[src/rtl/float_pipe_pkg.sv]
// float_pipe_pkg: shared state encodings and stage bundle widths for the float datapath
package float_pipe_pkg;
  typedef enum logic [1:0] {ST_EMPTY = 2'd0, ST_BUSY = 2'd1, ST_FULL = 2'd2} state_t;
  localparam int FA_A2C_W = 87;
  // rm 2 + inf_nan 1 + sign 1 + inf_nan_frac 23 + exp 8 + sum 28
  localparam int FA_C2N_W = 63;
endpackage

[src/rtl/float_pipe_stage_reg.sv]
// float_pipe_stage_reg: elastic valid/ready pipeline register with optional two-entry skid
module float_pipe_stage_reg
  import float_pipe_pkg::*;
#(
  parameter int DATA_W = FA_A2C_W,
  parameter bit SKID = 1'b1
) (
  input  logic              clk,
  input  logic              rst,
  input  logic              flush,
  input  logic              in_valid,
  output logic              in_ready,
  input  logic [DATA_W-1:0] in_data,
  output logic              out_valid,
  input  logic              out_ready,
  output logic [DATA_W-1:0] out_data,
  output logic [1:0]        occupancy
);
  state_t state, nxt;
  logic [DATA_W-1:0] main, skid;
  logic acc;
  assign acc = in_valid & in_ready;
  assign out_data = main;
  always_ff @(posedge clk)
    if (rst) state <= ST_EMPTY;
    else state <= nxt;
  always_comb
    nxt = flush ? ST_EMPTY :
          state == ST_EMPTY ? (acc ? ST_BUSY : ST_EMPTY) :
          state == ST_BUSY ? (acc && !out_ready ? ST_FULL :
                              !acc && out_ready ? ST_EMPTY : ST_BUSY) :
          (out_ready ? ST_BUSY : ST_FULL);
  always_comb begin
    out_valid = state != ST_EMPTY;
    occupancy = state;
  end
  // flush discards entries by state only; the data registers keep their contents
  always_ff @(posedge clk)
    if (rst) main <= '0;
    else if (!flush && acc && (state == ST_EMPTY || out_ready)) main <= in_data;
    else if (!flush && state == ST_FULL && out_ready) main <= skid;
  if (SKID) begin : g_skid
    logic rdy;
    always_ff @(posedge clk)
      if (rst) begin
        skid <= '0;
        rdy <= 1'b0;
      end else begin
        rdy <= nxt != ST_FULL;
        if (!flush && state == ST_BUSY && acc && !out_ready) skid <= in_data;
      end
    assign in_ready = rdy;
  end else begin : g_noskid
    assign skid = '0;
    assign in_ready = !out_valid || out_ready;
  end
endmodule

[config.mk]
export PLATFORM = sky130hd
export DESIGN_NAME = float_pipe_stage_reg
export DESIGN_NICKNAME = d
export VERILOG_FILES = /design/src/rtl/float_pipe_pkg.sv /design/src/rtl/float_pipe_stage_reg.sv
export SDC_FILE = /design/constraint.sdc
export NUM_CORES = 1
export LEC_CHECK = 0
export ABC_AREA = 1
export ABC_CLOCK_PERIOD_IN_PS = 2050
export BUFFER_PORTS_ARGS = -buffer_cell sky130_fd_sc_hd__clkbuf_2
export CAP_MARGIN = 25
export CORE_MARGIN = 3
export CORE_UTILIZATION = 45
export CTS_BUF_LIST = sky130_fd_sc_hd__clkbuf_16
export CTS_CLUSTER_SIZE = 16
export DETAILED_ROUTE_END_ITERATION = 8
export PLACE_DENSITY = 0.77
export SLEW_MARGIN = 20
export SYNTH_ARGS = -nofsm -noshare
export SYNTH_HDL_FRONTEND = slang
export SYNTH_SLANG_ARGS = --single-unit
[constraint.sdc]
create_clock -name clk -period 2.05 [get_ports clk]
set_input_delay 0.1025 -clock clk [delete_from_list [all_inputs] [get_ports clk]]
set_output_delay 0.1025 -clock clk [all_outputs]
set_load 0.005 [all_outputs]
---- After elaboration in Yosys (flattened, before gate mapping) ----
Cells that the tools add are included.
operators by class
  add/sub/neg operators ................... 0
  $mul .................................... 0
  div/mod/pow operators ................... 0
  order comparisons ....................... 0
  eq/ne operators ......................... 3
  shifts and indexed selects .............. 0
  mux-type cells .......................... 9
  bitwise logic cells ..................... 1
  reductions and logical operators ........ 16
operator list
  cell                                                              number
  87-bit 2-to-1 mux                                                 2
  2-bit 2-to-1 mux                                                  5
  1-bit logical AND                                                 9
  2-bit nonzero test                                                2
  1-bit logical NOT                                                 3
  2-bit by 1-bit == test with 1-bit output (second input constant)  1
  2-bit == test (second input constant)                             1
  2-bit logical NOT                                                 1
  1-bit 2-to-1 mux                                                  2
  2-bit inequality test (second input constant)                     1
  1-bit bitwise AND                                                 1
  1-bit logical OR                                                  1
storage, ports and cells
  register bits after elaboration ......... 177
  latch bits .............................. 0
  bits in writable memories ............... 0
  memory bits (read-only) ................. 0
  input bits .............................. 92
  output and inout port bits .............. 91
  logic and storage cells ................. 33
  memories kept ........................... 0

---- Depth between registers and ports, before layout ----
Gate-level depths: netlist of the first run.
  word-level depth ........................ 9
  gate-level depth with buffers ........... 9
  gate-level depth less buffers ........... 8

---- Worst setup path after synthesis of the first run ----
OpenSTA, ideal clock, no wires.
  kind .................................... reg-to-reg
  from .................................... reg g_skid.rdy (netlist: in_ready)
  to ...................................... reg skid[56]
  library setup time ...................... 0.116 ns
  arrival time ............................ 1.224 ns
  required time ........................... 1.934 ns
  slack ................................... 0.710 ns
  cell stages (with the launch flop) ...... 8
  buffers on the path ..................... 2
  period minus slack after synthesis ...... 1.340 ns
  cell sequence ........................... dfxtp_1 -> nand2_1 -> nor2_4 -> nand3_4 -> buf_4 -> clkbuf_1 -> o21ai_0 -> nor2_1
on the way
  longest elaborated chain between the ends .. 3
RTL lines
  what                            RTL line                    source
  start, declared                 float_pipe_stage_reg.sv:43  logic rdy;
  start signal, assigned          float_pipe_stage_reg.sv:47  rdy <= 1'b0;
  start signal, assigned          float_pipe_stage_reg.sv:49  rdy <= nxt != ST_FULL;
  1-bit bitwise AND               float_pipe_stage_reg.sv:22  assign acc = in_valid & in_ready;
  1-bit logical AND (2 in a row)  float_pipe_stage_reg.sv:50  if (!flush && state == ST_BUSY && acc && !out_ready) skid <= in_data;
  end signal, assigned            float_pipe_stage_reg.sv:50
  end, declared                   float_pipe_stage_reg.sv:20  logic [DATA_W-1:0] main, skid;
No other way between the ends.
A chain may end at the register's enable or synchronous reset.

---- Final worst setup path of the first run ----
  from .................................... reg state[1] (netlist: occupancy[1])
  to ...................................... reg main[24] (netlist: out_data[24])
on the way
  longest elaborated chain between the ends .. 4
  elaborated cells between the ends (all ways) .. 8
RTL lines
  what                                                               RTL line                                                source
  start, declared                                                    float_pipe_stage_reg.sv:19                              state_t state, nxt;
  start signal, assigned                                             float_pipe_stage_reg.sv:26                              else state <= nxt;
  2-bit == test or 2-bit logical NOT (tied branches)                 float_pipe_stage_reg.sv:41, float_pipe_stage_reg.sv:40
  1-bit logical AND or 1-bit logical OR (tied branches)              float_pipe_stage_reg.sv:41, float_pipe_stage_reg.sv:40
  1-bit logical AND (on tied branches)                               float_pipe_stage_reg.sv:41, float_pipe_stage_reg.sv:40
  2-bit nonzero test (no line) or 87-bit 2-to-1 mux (tied branches)  --
  end signal, assigned                                               float_pipe_stage_reg.sv:40                              else if (!flush && acc && (state == ST_EMPTY || out_ready)) main <= in_data;
  end signal, assigned                                               float_pipe_stage_reg.sv:41                              else if (!flush && state == ST_FULL && out_ready) main <= skid;
  end, declared                                                      float_pipe_stage_reg.sv:20
Several ways; a longest one is shown, not always the timed one.

==> summary.md, run 1 <==
| Metric | Value |
|---|---|
| Clock sink count | `177` |
| Residual DRC | `0` |
| Leading area contributor after synthesis | `dfxtp_1` |
| Hold Path Sink | `occupancy[1]$_SDFF_PP0_` |
| CTS Buf Count | `17` |
| Worst Max-Slew Pin Slew | `0.516 ns` |
| Hold Path Depth | `4` |
| Share of layout cells above drive strength 1 | `0.167` |
| Post-synthesis simple-gate area fraction | `0.439` |
| CTS tree | `built` |
| Number of global-route vias before repair | `8158` |
| Remaining antenna violation count after routing | `0` |
| Max Clk Rate | `604 MHz` |
| Status | `finished clean` |
| Core region area | `0.0188 mm2` |
| Synth top area cells | `dfxtp_1, nand3b_1, nand2_1, nor2_1, nand3_1` |
| Routed Wire Length | `24.7 mm` |
| First-pass GRT wire length | `40.2 mm` |
| Sequential fraction of the synthesis area | `0.411` |
| R2R cell count | `7` |
| GP Congestion | `0.786` |
| Initial antenna violation count | `1` |
| Worst-Skew Late Latency | `0.43 ns` |
| Synth Area in Compound Gates | `0.0541` |
| Power Density | `726 mW/mm2` |
| Reg-to-reg slack, setup | `0.39 ns` |
| Worst endpoint data arrival time | `2.02 ns` |
| Hold path start | `flush` |
| Final period util | `0.808` |
| Commonest non-fill, non-tap cell in the layout | `nand2_1` |
| Average routed wire per standard cell | `14.4 um` |
| Crit path required time | `2.41 ns` |
| Largest family of logic cells by synthesized area | `simple AND/OR/NAND/NOR gates` |
| RSZ-0062 raised after global routing | `false` |
| Starting Density | `0.460` |
| Worst r2r src | `occupancy[1]$_SDFF_PP0_` |
| Height of the die | `around 140 um` |
| Syn Inst Count | `1262` |
| Clk_skew | `roughly 0.0084 ns` |
| Final Critical Period | `1.66 ns` |
| GRT Overall Usage | `0.234` |
| Top Ports | `183` |
| Routing usage on met1 | `0.300` |
| Area Overhead vs Synth | `29.7%` |
| LEAKAGE | `between 5 and 6 nW` |
| Post-synth top area share | `0.411` |
| Worst Hold Class | `in2reg` |
| Detail Placement HPWL | `13.7 mm` |
| Grt met2 use | `0.396` |
| Clock buffer depth | `2` |
| Post-Place Setup Slack | `~0.41 ns` |
| Max-Cap Viols | `0` |
| Synth Area in XOR/XNOR | `0` |
| Setup TNS | `0 ns` |
| Busiest grt layer | `met2` |
| Max Fanout on Critical Path | `40` |
| Synth Register Bits | `177` |
| Post-synthesis mux area share | `0` |
| Clock root buffer | `clkbuf_16` |
| Most frequent cells in the layout | `nand2_1, nor2_1, clkbuf_2, dfxtp_1, nand3b_1` |
| Adder-cell share of the synthesized area | `0.00145` |
| Initial DRC Count | `630` |
| Final Hold Fails | `0` |
| Post-CTS resize count | `0` |
| Final net count | `1561` |
| Worst rel slew slack | `0.656` |
| Die W | `144 um` |
| Syn nets | `1355` |
| Clock slew at reported path FFs | `0.07 ns` |
| Die Footprint | `0.0209 mm2` |
| Maximum resistive drop on vdd | `around 0.59 mV` |
| Largest net degree at the start of global routing | `approximately 110` |
| Fin worst setup slack | `0.394 ns` |
| Met3 Track Usage GR | `0.0499` |
| Post-Syn Area | `0.00863 mm2` |
| Cell Rows | `50` |
| Final setup fails | `0` |
| Syn_area_per_cell | `6.84 um2` |
| TritonRoute pass-1 iters | `5` |
| Crit start category | `register` |
| I/O Buffers | `roughly 180` |
| CP Capture Type | `register` |
| Vias per inst | `5.10` |
| Yosys Warn Count | `0` |
| Via Count | `8744` |
| Synth unique cells | `19` |
| Critical path type | `reg2reg` |
| Number of H-tree levels | `4` |
| Crit Reg-Reg Endpoint | `out_data[24]$_SDFFE_PP0P_` |
| Grt total ovfl | `0` |
| Slew Limit Fails | `0` |
## critical path, cell delays in order, from the launching register on
cell and delay (ns):
dfxtp_1 0.44, inv_2 0.08, nor2_4 0.17, nand2_4 0.29, buf_12 0.29, nand3b_1 0.11
nand2_1 0.06, nor2_1 0.11
## metrics by stage
| stage | cell area (um2) | hold WS [ns] | std cells | util | total power [mW] |
|---|---|---|---|---|---|
| 2_1_floorplan | 8630 | 0.172 | 1262 | - | 4.17 |
| 3_3_place_gp | 9670 | 0.354 | 1595 | 0.515 | 4.50 |
| 3_5_place_dp | 9670 | 0.360 | 1595 | 0.515 | 4.50 |
| 4_1_cts | 11200 | 0.0289 | 1715 | 0.596 | 8.21 |
| 5_1_grt | 11200 | 0.0598 | 1716 | 0.597 | 8.45 |
| 6_report | 11200 | 0.0565 | 1716 | 0.597 | 8.13 |
## registers in the layout, indices dropped and copies added, names as in the netlist
register	cells
out_data	87
skid	87
occupancy	2
in_ready	1
## logic make-up (layout without fill, tap and decap cells)
kind of cell / Yosys count / after routing
flops: 177 / 177
buf+inv: 195 / 414
fa+ha+maj: 1 / 1
simple gates: 797 / 797
other cells: 0 / 1
compound gates: 92 / 92
## what timing repair did
| action | in CTS | in global routing |
|---|---|---|
| hold buffers | 88 | 0 |
| setup buffers | 0 | 0 |
| setup endpoints to repair | 0 | 0 |
| hold endpoints to repair | 146 | 0 |
## Yosys cell counts
cell type and instances:
dfxtp_1 177, buf_1 5, nand3b_1 172, o21ai_0 84, buf_2 39, ha_1 1, a21oi_1 2, inv_2 11
clkbuf_1 46, nand2_1 269, nand3_4 1, o21ai_2 1, buf_4 11, o211ai_1 1, nand3_1 89, o21ai_1 4
nor2_1 263, nor2_4 3, inv_1 83
## how the worst max path moves through the flow
stage | start | to | slack (ns) | cells past startpoint
after floorplan | in_ready$_SDFF_PP0_ | skid[56]$_SDFFE_PP0P_ | 0.71 | 7
after global placement | occupancy[1]$_SDFF_PP0_ | out_data[17]$_SDFFE_PP0P_ | 0.45 | 7
after detailed placement | occupancy[1]$_SDFF_PP0_ | out_data[24]$_SDFFE_PP0P_ | 0.41 | 7
after CTS | occupancy[1]$_SDFF_PP0_ | out_data[24]$_SDFFE_PP0P_ | 0.38 | 7
after global routing | occupancy[1]$_SDFF_PP0_ | out_data[39]$_SDFFE_PP0P_ | 0.23 | 7
final | occupancy[1]$_SDFF_PP0_ | out_data[24]$_SDFFE_PP0P_ | 0.39 | 7
## area by class of cell
type	count	area [um2]
antenna	1	2.50
clock inverter	15	213
fill	1714	7570
inverter	94	355
sequential	177	3540
timing repair buffer	288	2080
clock buffer	17	425
multi-input combinational	890	4290
tap	234	293
## metal layers
| metal | wire (um) | vias to the layer above |
|---|---|---|
| li1 | - | 4401 |
| met1 | 10800 | 4001 |
| met2 | 11800 | 303 |
| met3 | 1670 | 39 |
| met4 | 448 | 0 |
| met5 | 0 | - |
## power breakdown
group          leakage, nW  internal [mW]  switching [mW]
clock network        0.308           2.16            1.40
registers             1.44           3.55          0.0550
logic                 4.06          0.454           0.522
Note: power is estimated with default switching activity, not from simulation.
==> run 2: changes to the inputs <==
--- a/config.mk
+++ b/config.mk
@@ -5,8 +5,8 @@
 export SDC_FILE = /design/constraint.sdc
 export NUM_CORES = 1
 export LEC_CHECK = 0
-export ABC_AREA = 1
-export ABC_CLOCK_PERIOD_IN_PS = 2050
+export ABC_AREA = 0
+export ABC_CLOCK_PERIOD_IN_PS = 1600
 export BUFFER_PORTS_ARGS = -buffer_cell sky130_fd_sc_hd__clkbuf_2
 export CAP_MARGIN = 25
 export CORE_MARGIN = 3
@@ -14,7 +14,7 @@
 export CTS_BUF_LIST = sky130_fd_sc_hd__clkbuf_16
 export CTS_CLUSTER_SIZE = 16
 export DETAILED_ROUTE_END_ITERATION = 8
-export PLACE_DENSITY = 0.77
+export PLACE_DENSITY = 0.78
 export SLEW_MARGIN = 20
 export SYNTH_ARGS = -nofsm -noshare
 export SYNTH_HDL_FRONTEND = slang
==> constraint.sdc (replaced) <==
create_clock -name clk -period 1.6 [get_ports clk]
set_input_delay 0.08 -clock clk [delete_from_list [all_inputs] [get_ports clk]]
set_output_delay 0.08 -clock clk [all_outputs]
set_load 0.005 [all_outputs]
==> run 2 against run 1 <==
The flow now finishes with violations (setup timing). Sequential power increased by 28%. Combinational power rose by 13%. Clock power up 25%. Largest power group unchanged.
==> summary.md, run 2 <==
| Metric | Value |
|---|---|
| Status | `complete, but fails checks` |
| Failing checks | `setup timing` |
| Top Ports | `183` |
| Starting Density | `0.462` |
| Number of H-tree levels | `4` |
| Initial antenna violation count | `1` |
| Routed Wire Length | `27.6 mm` |
| Worst path slowest cell | `a311oi_1` |
| Average routed wire per standard cell | `19.9 um` |
| Syn nets | `1009` |
| Final Hold Fails | `0` |
| Worst path most repeated cell | `buf_6` |
| EDFF count, synth | `0` |
| Number of global-route vias before repair | `7737` |
| Placed insts | `1250` |
| Crit path required time | `between 1.5 and 2 ns` |
| Vias per inst | `6.11` |
| Most numerous cell in the Yosys netlist | `dfxtp_1` |
| Share of layout cells above drive strength 1 | `0.362` |
| Commonest non-fill, non-tap cell in the layout | `clkbuf_2` |
| Synth Register Bits | `177` |
| Residual DRC | `0` |
| Most frequent cells in the layout | `clkbuf_2, dfxtp_1, nand2_1, nor3_1` |
| Syn_area_per_cell | `just over 8 um2` |
| Int Pwr | `7.64 mW` |
| Placed instance area | `0.00871 mm2` |
| Synth top area cells | `dfxtp_1, a311oi_1, nand2_1, a21oi_1, nor3_1` |
| Syn Inst Count | `916` |
| I/O Buffers | `182` |
| Yosys Warn Count | `0` |
| Remaining antenna violation count after routing | `0` |
| CTS tree | `built` |
| Final Critical Period | `1.78 ns` |
| Synth Flop Type | `dfxtp_1` |
| Worst Max-Slew Pin Slew | `~0.55 ns` |
| Height of the die | `134 um` |
| Fin worst setup slack | `-0.184 ns` |
| Max Clk Rate | `561 MHz` |
| Clk_skew | `0.00647 ns` |
| FF/Latch Area | `0.00355 mm2` |
| Worst rel slew slack | `0.636` |
| Die Footprint | `0.0180 mm2` |
| Core region area | `0.0160 mm2` |
| Via Count | `8483` |
| Combinational share of power | `0.108` |
| LEAKAGE | `4.31 nW` |
| Max Fanout on Critical Path | `7` |
| Clock slew at reported path FFs | `0.07 ns` |
| GP Congestion | `0.771` |
| Async set-reset flop share out of synthesis | `0` |
| Maximum resistive drop on vdd | `0.734 mV` |
| Critical path type | `reg2reg` |
| Die W | `134 um` |
| Worst Hold Class | `in2reg` |
| Sw Ratio | `0.246` |
| First-pass GRT wire length | `38.7 mm` |
| Crit path cell chain | `buf_6 > nor4bb_4 > buf_6 > buf_12 > nand2_1 > a311oi_1` |
| GRT Overall Usage | `0.260` |
| Post-Syn Area | `approximately 0.0074 mm2` |
| Cell Rows | `46` |
| Clock root buffer | `clkbuf_16` |
| Clock sink count | `177` |
| Final setup fails | `69` |
| Worst endpoint data arrival time | `2.09 ns` |
| Hold slack | `0.0539 ns` |
| TritonRoute pass-1 iters | `8` |
| Crit path largest cell delay | `0.38 ns` |
| CP Capture Type | `register` |
| Worst-Skew Late Latency | `0.43 ns` |
| RSZ-0062 raised after global routing | `true` |
| Register share of total power | `0.454` |
| Initial DRC Count | `971` |
| Leading area contributor after synthesis | `dfxtp_1` |
| Max-Cap Viols | `0` |
| CTS Buf Count | `17` |
| Final net count | `1252` |
| Post-synth top area share | `0.480` |
| Design area | `0.0112 mm2` |
| Clk pwr share | `0.437` |
| Multi-input logic area | `0.00407 mm2` |
| Largest net degree at the start of global routing | `approximately 90` |
| Clock buffer depth | `2` |
| Post-Layout Cell Count | `1389` |
| Switching power | `2.49 mW` |
| Crit start category | `register` |
| Detail Placement HPWL | `13.5 mm` |
| Grt total ovfl | `0` |
| Slew Limit Fails | `0` |
| Filler instances | `1155` |
| Total power | `between 10 and 15 mW` |
| Area Overhead vs Synth | `51.6%` |
| Final period util | `1.12` |
| Synth unique cells | `30` |
| Setup TNS | `-1.71 ns` |
| Commonest cells post-synth | `dfxtp_1, nand2_1, a21oi_1, nor3_1, nand3_1` |
| Power Density | `905 mW/mm2` |
| Sequential fraction of the synthesis area | `0.480` |
[run 2: final timing paths]
kind                           startpoint                         to  slack [ns]  cells past startpoint
hold / removal                      flush    occupancy[0]$_SDFF_PP0_        0.05                      3
setup / recovery  occupancy[0]$_SDFF_PP0_  out_data[40]$_SDFFE_PP0P_       -0.18                      6
hold reg to reg     skid[24]$_SDFFE_PP0P_      skid[24]$_SDFFE_PP0P_        0.46                      2
setup reg to reg  occupancy[0]$_SDFF_PP0_  out_data[40]$_SDFFE_PP0P_       -0.18                      6
[run 2: power by group through the flow]
stage                     clock network, mW  registers [mW]  logic, mW
after global placement                    0            4.69      0.781
after CTS                              4.45            4.60      0.963
after global routing                   4.62            4.61       1.17
after floorplan                           0            4.69      0.368
final                                  4.43            4.60       1.10
after detailed placement                  0            4.69      0.786
[run 2: layout make-up]
| type | count | area share |
|---|---|---|
| antenna | 1 | 0.000224 |
| clock buffer | 17 | 0.0380 |
| clock inverter | 15 | 0.0169 |
| inverter | 4 | 0.00134 |
| multi-input combinational | 628 | 0.364 |
| sequential | 177 | 0.317 |
| tap | 216 | 0.0241 |
| timing repair buffer | 331 | 0.239 |
[run 2: critical path: cells and delay by family, from the launching register on]
family / cells / cell delay [ns]
buffers and inverters: 3 / 0.51
and+or+nand+nor: 2 / 0.43
AOI/OAI and AO/OA: 1 / 0.38
DFF: 1 / 0.33
[run 2: per-layer routing]
metal	share of wire	vias up	routed length [um]	GRT usage
met3	0.078	113	2170	0.0499
li1	-	3816	-	-
met4	0.044	0	1210	0.115
met1	0.40	4035	11000	0.342
met2	0.48	519	13300	0.419
met5	0	-	0	0
[run 2: logic make-up (layout without fill, tap and decap cells)]
logic type                 after synthesis  in the layout  share of synthesized area
AOI/OAI and AO/OA                      266            266                      0.234
other                                    0              1                          0
DFF                                    177            177                      0.480
and+or+nand+nor                        360            361                      0.219
adders and majority gates                1              1                    0.00169
buffers and inverters                  112            367                     0.0649
[run 2: through the flow]
step                      utilization  worst slack [ns]
after floorplan                     -          -0.00903
after global placement          0.544           -0.0317
after detailed placement        0.544           -0.0826
after CTS                       0.641           -0.0129
after global routing            0.700            -0.265
final                           0.700            -0.184
[run 2: timing repair]
action                                  in CTS  in global routing
hold buffers                                87                  0
resized for setup                           10                191
endpoints found under the setup margin     134                137
buffers inserted                             2                  3
hold endpoints to repair                    87                  0
gates cloned                                 0                 14
pin swaps                                   14                 76
==> run 3: changes to the inputs <==
--- a/config.mk
+++ b/config.mk
@@ -6,7 +6,7 @@
 export NUM_CORES = 1
 export LEC_CHECK = 0
 export ABC_AREA = 0
-export ABC_CLOCK_PERIOD_IN_PS = 1600
+export ABC_CLOCK_PERIOD_IN_PS = 1880
 export BUFFER_PORTS_ARGS = -buffer_cell sky130_fd_sc_hd__clkbuf_2
 export CAP_MARGIN = 25
 export CORE_MARGIN = 3
==> constraint.sdc (replaced) <==
create_clock -name clk -period 1.88 [get_ports clk]
set_input_delay 0.094 -clock clk [delete_from_list [all_inputs] [get_ports clk]]
set_output_delay 0.094 -clock clk [all_outputs]
set_load 0.005 [all_outputs]
==> run 3 against run 2 <==
The flow now finishes without violations. Flip-flop and latch count did not move. Highest routed layer unchanged. Critical path type unchanged. Count of clock-buffer cells in the layout did not move. Clock skew rose by 0.0028 ns. Wire length fell by 15%. Largest cell class is now registers.
==> summary.md, run 3 (synthesized netlist as in run 2, its figures left out) <==
| Metric | Value |
|---|---|
| Share of layout cells above drive strength 1 | `0.224` |
| Final period util | `0.933` |
| Average routed wire per standard cell | `17.4 um` |
| Hold Path Depth | `3` |
| Multi-input logic area | `0.00341 mm2` |
| Final Hold Fails | `0` |
| CP Capture Type | `register` |
| Status | `finished clean` |
| I/O Buffers | `~180` |
| Final Critical Period | `1.75 ns` |
| Clk pwr share | `0.416` |
| Most frequent cells in the layout | `clkbuf_2, dfxtp_1, nand2_1, a21oi_1, nor3_1` |
| Largest net degree at the start of global routing | `slightly below 90` |
| Number of global-route vias before repair | `7763` |
| TritonRoute pass-1 iters | `5` |
| Clock root buffer | `clkbuf_16` |
| Detail Placement HPWL | `12.9 mm` |
| FF/Latch Area | `0.00354 mm2` |
| Cell Rows | `46` |
| Commonest non-fill, non-tap cell in the layout | `clkbuf_2` |
| Core region area | `0.0160 mm2` |
| Final net count | `1216` |
| Worst Hold Class | `in2reg` |
| GRT Overall Usage | `0.259` |
| Worst-Skew Late Latency | `0.42 ns` |
| CTS tree | `built` |
| Clk_skew | `0.00923 ns` |
| Int Pwr | `6.16 mW` |
| Max Clk Rate | `570 MHz` |
| Maximum resistive drop on vdd | `around 0.63 mV` |
| Height of the die | `134 um` |
| Crit path required time | `2.18 ns` |
| Post-CTS resize count | `0` |
| Worst Max-Slew Pin Slew | `0.554 ns` |
| Residual DRC | `0` |
| RSZ-0062 raised after global routing | `false` |
| Filler instances | `1350` |
| Routed Wire Length | `~23 mm` |
| Die Footprint | `0.0180 mm2` |
| Number of H-tree levels | `4` |
| CTS Buf Count | `17` |
| Die W | `134 um` |
| Register share of total power | `0.483` |
| Initial DRC Count | `622` |
| Clock slew at reported path FFs | `about 0.060 ns` |
| Worst rel slew slack | `0.630` |
| Final setup fails | `0` |
| Max Fanout on Critical Path | `32` |
| Switching power | `1.94 mW` |
| Setup TNS | `0 ns` |
| WL met2 | `11.3 mm` |
| Worst endpoint data arrival time | `2.05 ns` |
| Clock sink count | `177` |
| Critical path type | `reg2reg` |
| Area Overhead vs Synth | `34.7%` |
| Clock buffer depth | `2` |
| Max-Cap Viols | `0` |
| Metal3 WL | `1.65 mm` |
| Crit start category | `register` |
| Power Density | `about 810 mW/mm2` |
| Via Count | `between 7k and 8k` |
| Placed insts | `1233` |
| WL met1 | `9.93 mm` |
| Top Layer Used | `met4` |
| Initial antenna violation count | `1` |
| Grt total ovfl | `0` |
| Vias per inst | `just under 6` |
| R2R cell count | `5` |
| LEAKAGE | `~3.6 nW` |
| Starting Density | `0.462` |
| First-pass GRT wire length | `38.4 mm` |
| GP Congestion | `0.779` |
| Top Ports | `183` |
| Combinational share of power | `0.101` |
| Sw Ratio | `0.239` |
| Slew Limit Fails | `0` |
| Post-Layout Cell Count | `1351` |
| Remaining antenna violation count after routing | `0` |
## run 3: cell count changes in the layout (fill, tap and decap cells not counted), sizes merged
| cell | change |
|---|---|
| inv | -1 |
| clkbuf | -9 |
| bufinv | -2 |
| clkinvlp | +1 |
| or4b | -1 |
| buf | -26 |
## run 3: stage by stage
step	instance area (um2)	setup WS (ns)	hold WS, ns	power [mW]	util
6_report	9950	0.126	0.0763	8.09	0.622
5_1_grt	9950	0.0125	0.0711	8.37	0.622
4_1_cts	9940	0.108	0.0490	8.12	0.621
3_5_place_dp	8520	0.147	0.354	4.65	0.533
3_3_place_gp	8520	0.168	0.349	4.64	0.533
2_1_floorplan	7390	0.0321	0.242	4.30	-
## run 3: final timing paths
check	startpoint	to	slack (ns)
max	occupancy[0]$_SDFF_PP0_	out_data[40]$_SDFFE_PP0P_	0.13
min	flush	occupancy[1]$_SDFF_PP0_	0.08
max reg2reg	occupancy[0]$_SDFF_PP0_	out_data[40]$_SDFFE_PP0P_	0.13
min reg2reg	skid[79]$_SDFFE_PP0P_	out_data[79]$_SDFFE_PP0P_	0.47
## run 3: repair_timing
| action | in CTS | in global routing |
|---|---|---|
| hold buffers | 87 | 0 |
| setup endpoints to repair | 0 | 1 |
| hold endpoints to repair | 87 | 0 |
| setup buffers | 0 | 0 |
## run 3: layout make-up
| type | instances | area share |
|---|---|---|
| multi-input cells | 627 | 0.343 |
| clock inverters | 13 | 0.0126 |
| well taps | 216 | 0.0272 |
| diodes | 1 | 0.000252 |
| clock buffers | 17 | 0.0428 |
| inverters | 4 | 0.00151 |
| repair buffers | 296 | 0.216 |
| flip-flops and latches | 177 | 0.356 |
## run 3: per-layer routing
layer  vias up  track usage
met5         -            0
met4         0        0.112
met3        55       0.0578
met2       365        0.424
met1      3720        0.330
li1       3727            -
## run 3: power groups by stage
stage | registers, mW | logic (mW) | clock network [mW]
floorplan | 4.00 | 0.305 | 0
global placement | 3.99 | 0.651 | 0
detailed placement | 3.99 | 0.657 | 0
CTS | 3.91 | 0.801 | 3.41
global route | 3.92 | 0.882 | 3.57
finish | 3.91 | 0.817 | 3.36
## run 3: worst max-delay path, cell delays in order (launching register included)
cell and delay (ns):
dfxtp_1 0.32, buf_4 0.16, nor4bb_4 0.43, buf_12 0.25, nand2_1 0.09, a311oi_1 0.37
